File: src/rtl/pe_request_unit_if.sv
// PE-side and arbiter-side signals of the injection request unit, bundled for port hookup.
// The master modport is the request unit itself; the slave modport is its environment.
interface pe_request_unit_if #(
    parameter int FLIT_WIDTH = 16,
    parameter int FIFO_DEPTH = 4
);
    localparam int CW = $clog2(FIFO_DEPTH) + 1;

    logic                  pe_valid;
    logic [FLIT_WIDTH-1:0] pe_flit;
    logic                  pe_ready;
    logic [2:0]            pe_request_bundle;
    logic                  r2pe_ack;
    logic [FLIT_WIDTH-1:0] flit_dout;
    logic                  self_drop;
    logic                  starve;
    logic [CW-1:0]         fifo_count;

    modport master (
        input  pe_valid, pe_flit, r2pe_ack,
        output pe_ready, pe_request_bundle, flit_dout, self_drop, starve, fifo_count
    );

    modport slave (
        output pe_valid, pe_flit, r2pe_ack,
        input  pe_ready, pe_request_bundle, flit_dout, self_drop, starve, fifo_count
    );
endinterface

File: src/rtl/pe_request_unit.sv
// Injection-side initiator: buffers PE flits, stages the head with its routing hit bits,
// and holds the request to the arbiter until acked; self-addressed flits are discarded.
//
//   state    | meaning
//   ---------+----------------------------------------------------------
//   ST_IDLE  | nothing staged; pop the FIFO head when one is present
//   ST_REQ   | staged flit is requested; waits for r2pe_ack
//   ST_DROP  | staged flit was self-addressed; pulse self_drop, discard
module pe_request_unit #(
    parameter int X_ADDR       = 0,
    parameter int Y_ADDR       = 0,
    parameter int ADDR_WIDTH   = 3,
    parameter int FLIT_WIDTH   = 16,
    parameter int FIFO_DEPTH   = 4,
    parameter int STARVE_LIMIT = 15
) (
    input  logic                    clk,
    input  logic                    reset_n,
    pe_request_unit_if.master       bus
);
    localparam int AW = $clog2(FIFO_DEPTH);
    localparam int CW = AW + 1;
    localparam int WW = (STARVE_LIMIT < 1) ? 1 : $clog2(STARVE_LIMIT + 1);

    typedef enum logic [1:0] {
        ST_IDLE = 2'd0,
        ST_REQ  = 2'd1,
        ST_DROP = 2'd2
    } state_t;

    state_t                r_state;
    state_t                w_state_nxt;
    logic [FLIT_WIDTH-1:0] r_mem [FIFO_DEPTH];
    logic [AW-1:0]         r_wr_ptr;
    logic [AW-1:0]         r_rd_ptr;
    logic [CW-1:0]         r_count;
    logic [FLIT_WIDTH-1:0] r_flit;
    logic                  r_hit_x;
    logic                  r_hit_y;
    logic [WW-1:0]         r_wait;

    logic                  w_push;
    logic                  w_pop;
    logic                  w_nonempty;
    logic                  w_advance;
    logic                  w_req;
    logic [FLIT_WIDTH-1:0] w_head;
    logic                  w_head_hx;
    logic                  w_head_hy;

    assign w_nonempty = (r_count != '0);
    assign bus.pe_ready = (r_count != CW'(FIFO_DEPTH));
    assign w_push     = bus.pe_valid && bus.pe_ready;
    assign w_head     = r_mem[r_rd_ptr];
    assign w_head_hx  = (w_head[FLIT_WIDTH-1 -: ADDR_WIDTH] == ADDR_WIDTH'(X_ADDR));
    assign w_head_hy  = (w_head[FLIT_WIDTH-1-ADDR_WIDTH -: ADDR_WIDTH] == ADDR_WIDTH'(Y_ADDR));

    // REQ only moves on when acked; IDLE and DROP always take the next head if present.
    assign w_advance = (r_state != ST_REQ) || bus.r2pe_ack;

    always_comb begin
        w_pop       = 1'b0;
        w_state_nxt = r_state;
        if (w_advance) begin
            if (w_nonempty) begin
                w_pop       = 1'b1;
                w_state_nxt = (w_head_hx && w_head_hy) ? ST_DROP : ST_REQ;
            end else begin
                w_state_nxt = ST_IDLE;
            end
        end
    end

    always_ff @(posedge clk or negedge reset_n) begin
        if (!reset_n) begin
            r_state <= ST_IDLE;
        end else begin
            r_state <= w_state_nxt;
        end
    end

    always_ff @(posedge clk) begin
        if (w_push) begin
            r_mem[r_wr_ptr] <= bus.pe_flit;
        end
    end

    always_ff @(posedge clk or negedge reset_n) begin
        if (!reset_n) begin
            r_wr_ptr <= '0;
            r_rd_ptr <= '0;
            r_count  <= '0;
        end else begin
            if (w_push) r_wr_ptr <= r_wr_ptr + 1'b1;
            if (w_pop)  r_rd_ptr <= r_rd_ptr + 1'b1;
            if (w_push && !w_pop)      r_count <= r_count + 1'b1;
            else if (w_pop && !w_push) r_count <= r_count - 1'b1;
        end
    end

    always_ff @(posedge clk or negedge reset_n) begin
        if (!reset_n) begin
            r_flit  <= '0;
            r_hit_x <= 1'b0;
            r_hit_y <= 1'b0;
        end else if (w_pop) begin
            r_flit  <= w_head;
            r_hit_x <= w_head_hx;
            r_hit_y <= w_head_hy;
        end
    end

    always_ff @(posedge clk or negedge reset_n) begin
        if (!reset_n) begin
            r_wait <= '0;
        end else if ((r_state == ST_REQ) && !bus.r2pe_ack) begin
            if (r_wait != WW'(STARVE_LIMIT)) r_wait <= r_wait + 1'b1;
        end else begin
            r_wait <= '0;
        end
    end

    assign w_req                 = (r_state == ST_REQ);
    assign bus.pe_request_bundle = {w_req & r_hit_x, w_req & r_hit_y, w_req};
    assign bus.flit_dout         = r_flit;
    assign bus.self_drop         = (r_state == ST_DROP);
    assign bus.starve            = w_req && (r_wait >= WW'(STARVE_LIMIT));
    assign bus.fifo_count        = r_count;

endmodule

File: src/flat_wrapper.sv
// flat-port wrapper written by rule: the top's interface ports become plain ports
module pe_request_unit_flat 
#(
    parameter int X_ADDR       = 0,
    parameter int Y_ADDR       = 0,
    parameter int ADDR_WIDTH   = 3,
    parameter int FLIT_WIDTH   = 16,
    parameter int FIFO_DEPTH   = 4,
    parameter int STARVE_LIMIT = 15
)
  (clk, reset_n, bus_pe_valid, bus_pe_flit, bus_r2pe_ack, bus_pe_ready, bus_pe_request_bundle, bus_flit_dout, bus_self_drop, bus_starve, bus_fifo_count);
  pe_request_unit_if #(.FLIT_WIDTH(FLIT_WIDTH), .FIFO_DEPTH(FIFO_DEPTH)) bus_i ();
  input  logic clk;
  input  logic reset_n;
  input wire logic [$bits(bus_i.pe_valid)-1:0] bus_pe_valid;
  input wire logic [$bits(bus_i.pe_flit)-1:0] bus_pe_flit;
  input wire logic [$bits(bus_i.r2pe_ack)-1:0] bus_r2pe_ack;
  output wire logic [$bits(bus_i.pe_ready)-1:0] bus_pe_ready;
  output wire logic [$bits(bus_i.pe_request_bundle)-1:0] bus_pe_request_bundle;
  output wire logic [$bits(bus_i.flit_dout)-1:0] bus_flit_dout;
  output wire logic [$bits(bus_i.self_drop)-1:0] bus_self_drop;
  output wire logic [$bits(bus_i.starve)-1:0] bus_starve;
  output wire logic [$bits(bus_i.fifo_count)-1:0] bus_fifo_count;
  assign bus_i.pe_valid = bus_pe_valid;
  assign bus_i.pe_flit = bus_pe_flit;
  assign bus_i.r2pe_ack = bus_r2pe_ack;
  assign bus_pe_ready = bus_i.pe_ready;
  assign bus_pe_request_bundle = bus_i.pe_request_bundle;
  assign bus_flit_dout = bus_i.flit_dout;
  assign bus_self_drop = bus_i.self_drop;
  assign bus_starve = bus_i.starve;
  assign bus_fifo_count = bus_i.fifo_count;
  pe_request_unit #(.X_ADDR(X_ADDR), .Y_ADDR(Y_ADDR), .ADDR_WIDTH(ADDR_WIDTH), .FLIT_WIDTH(FLIT_WIDTH), .FIFO_DEPTH(FIFO_DEPTH), .STARVE_LIMIT(STARVE_LIMIT)) u_core (.clk(clk), .reset_n(reset_n), .bus(bus_i));
endmodule
File: config.mk
export PLATFORM = sky130hd
export DESIGN_NAME = pe_request_unit_flat
export DESIGN_NICKNAME = d
export VERILOG_FILES = /design/src/rtl/pe_request_unit_if.sv /design/src/rtl/pe_request_unit.sv /design/src/flat_wrapper.sv
export SDC_FILE = /design/constraint.sdc
export NUM_CORES = 1
export LEC_CHECK = 0
export ABC_AREA = 1
export ABC_CLOCK_PERIOD_IN_PS = 3100
export BUFFER_PORTS_ARGS = -buffer_cell sky130_fd_sc_hd__buf_2
export CORE_UTILIZATION = 55
export CTS_CLUSTER_SIZE = 30
export DETAILED_ROUTE_END_ITERATION = 12
export PLACE_DENSITY_LB_ADDON = 0.12
export REMOVE_ABC_BUFFERS = 1
export SLEW_MARGIN = 5
export SYNTH_ARGS = -nofsm -noshare
export SYNTH_HDL_FRONTEND = slang
export SYNTH_SLANG_ARGS = --single-unit
File: constraint.sdc
create_clock -name clk -period 3.1 [get_ports clk]
set_input_delay 0.465 -clock clk [delete_from_list [all_inputs] [get_ports clk]]
set_output_delay 0.465 -clock clk [all_outputs]
set_load 0.01 [all_outputs]
==> qor.txt <==
Status = completed
Critical path class = reg2reg
Max Transition Viols Final = 0
Global placement routability congestion = 0.7998
Drt via density = 5.254
Antenna cells = 0
Number of global-route vias before repair = 2424
Ys flop type = edfxtp_1
Final Hold Fails = 0
RR Startpoint = u_core.r_state[1]
Tmin final = 2.087 ns
YS warnings = 0
CTS Sinks = 95
Via count = 2396
Starting Density = 58.35%
Chip height = 85.01 microns
Wirelength, routed = 6703 microns
Area of the multi-input gates = 929.6 sq um
Max Clk Rate = 479.1 MHz
FF-to-FF End = u_core.bus.fifo_count[2]
Core Area = 6495 sq um
Register area share after synthesis = 71.18%
Reg area = 2698 sq um
CP Launch Type = register
Worst path top cell family by delay = adder cells
CTS Hold Bufs = 0
Period utilisation layout = 67.33%
Worst hold slack = 0.1699 ns
I/O Buffers = 44
Max Cap Violations = 0
Die area = 7227 sq um
Library cells used by synthesis = 22
Filler cell count = 507
Grt total ovfl = 0
Routed Antenna Nets = 0
Setup bufs post-CTS = 0
Worst setup margin = 1.013 ns
Peak fanout along the critical path = 14
Syn-to-layout area delta = 13.17%
Nets = 401
Chip width = 85.01 microns
Synth top area share = 50.71%
Reg2reg setup slack = 1.01 ns
CP arrival = 2.32 ns
Power density over the cells = 962.6 nW/um^2
Worst R2R Path Depth = 9
Drt pass-1 iters = 4
Final setup fails = 0
Post-synth EDFFs = 64
CP most frequent cell = nand2_2
Std-Cell Rows = 29
Yosys reg bits = 95
I/O pins = 45
Mapped Area = 3790 sq um
Post-synthesis area per instance = 11.63 sq um
Slew margin rel. = 50.02%
Syn Inst Count = 326
First-pass GRT wire length = 11070 microns
RSZ-0062 raised after global routing = no
TritonCTS clock tree = yes
Leading area contributor after synthesis = edfxtp_1
Cells along the critical path = nor2_2, nand2_2, nand2_2, ha_1, inv_1, fa_1, a21oi_1, o21ai_0, xor2_1
CTS buffer count = 9
Clock root cell = clkbuf_8
Placement Setup Slack = 1.001 ns
DRC viols = 0
Count leader, synth = nor2_1
CP endpoint kind = register
Initial antenna violation count = 0
CTS Buffer Depth = 2
Peak supply drop = 504.9 uV
Clock-pin slew on the worst setup and hold paths = 0.09 ns
Commonest cells post-synth = nor2_1, edfxtp_1, nand2_1, dfrtp_1, o21ai_1
Starting DRT DRC Count = 133
Layout cell share with drive strength beyond 1 = 19.26%
HP Class = in2async
Asr flop ratio synth = 32.63%
Worst-margin pin slew = 0.7497 ns
Max incr delay on CP = 0.40 ns
WL per Instance = 14.70 microns
CP max-delay cell = dfrtp_1
Total global-route track usage = 20.54%
Clock latency on the worst-skew pair = 0.35 ns
Max Clock Skew = 0.005402 ns
Post_cts resized = 0
Worst path bufs/invs = 1
Largest cells by area after synthesis = edfxtp_1, dfrtp_1, nor2_1, nand2_1, o21ai_1
Design Area, Final = 4289 sq um
Pin count of the biggest net entering global routing = 34
Dpl cell area = 4075 sq um
Post-DP HPWL = 4027 microns
Setup TNS = 0 ns
Htree depth = 3
Lkg Pwr = 0.001759 uW
WP data required = 3.34 ns
==> cell usage in the layout (no fill, tap or decap) <==
cell,n
nand2_1,49
clkbuf_1,2
buf_4,6
o21ai_1,22
dfrtp_1,31
fa_1,1
nand3_1,13
ha_1,6
a21oi_1,4
nand2_2,2
nor2_2,3
o21ai_0,13
inv_1,19
xnor2_1,1
a31oi_1,11
nor2_1,66
edfxtp_1,64
inv_2,4
buf_2,44
clkbuf_8,9
clkinvlp_4,3
o21a_1,1
bufinv_16,2
xor2_1,3
==> layer usage <==
layer / share of wire (%) / GRT usage, % / wire (microns) / vias to the layer above
met4: 1.4 / 8.166 / 93 / 0
met2: 48 / 35.19 / 3249 / 45
li1: - / - / - / 1189
met3: 3.7 / 4.961 / 250 / 9
met1: 46 / 25.29 / 3111 / 1153
met5: 0 / 0 / 0 / -
==> flip-flops by register name, indices dropped and copies added, names as in the netlist <==
register and count:
u_core.r_wr_ptr 2, u_core.r_hit_y 1, u_core.bus.flit_dout 16, u_core.r_mem 64
u_core.r_rd_ptr 2, u_core.bus.fifo_count 3, u_core.r_state 2, u_core.r_wait 4
u_core.r_hit_x 1
==> power breakdown <==
group	leakage [uW]	switching, uW	internal (uW)
Clock	0.0000958	415	455
Combinational	0.000707	918	477
Sequential	0.000956	141	1720
==> per-stage QoR <==
| step | utilization [%] | power (uW) | std cells |
|---|---|---|---|
| 6_report | 66.04 | 4129 | 456 |
| 5_1_grt | 66.04 | 4425 | 456 |
| 4_1_cts | 66.04 | 4165 | 456 |
| 2_1_floorplan | - | 2795 | 313 |
| 3_3_place_gp | 62.74 | 3269 | 440 |
| 3_5_place_dp | 62.74 | 3310 | 440 |
==> worst max-delay path by stage <==
stage                                     to                      from  cells past startpoint
finish              u_core.bus.fifo_count[2]         u_core.r_state[1]                      9
global route        u_core.bus.fifo_count[2]         u_core.r_state[1]                      9
CTS                 u_core.bus.fifo_count[2]         u_core.r_state[1]                      9
detailed placement  u_core.bus.fifo_count[2]              bus_r2pe_ack                     10
global placement    u_core.bus.fifo_count[2]              bus_r2pe_ack                     10
floorplan           u_core.bus.fifo_count[2]  u_core.bus.fifo_count[0]                     10
==> final cells by class <==
cell class | count | area share (%)
Inverter | 23 | 2.013
Multi-Input combinational cell | 195 | 21.67
Timing Repair Buffer | 50 | 6.184
Clock buffer | 11 | 3.063
Clock inverter | 5 | 1.925
Tap cell | 77 | 2.246
Sequential cell | 95 | 62.89
==> cells by family after synthesis <==
family                     after synthesis  share of synthesized area [%]
buffers and inverters                   36                          4.292
DFF                                     95                          71.18
xor gates and xnor gates                 4                         0.9246
and+or+nand+nor                        133                          13.93
AOI/OAI and AO/OA                       51                          7.164
adders and majority gates                7                          2.509
Note: power is estimated with default switching activity, not from simulation.
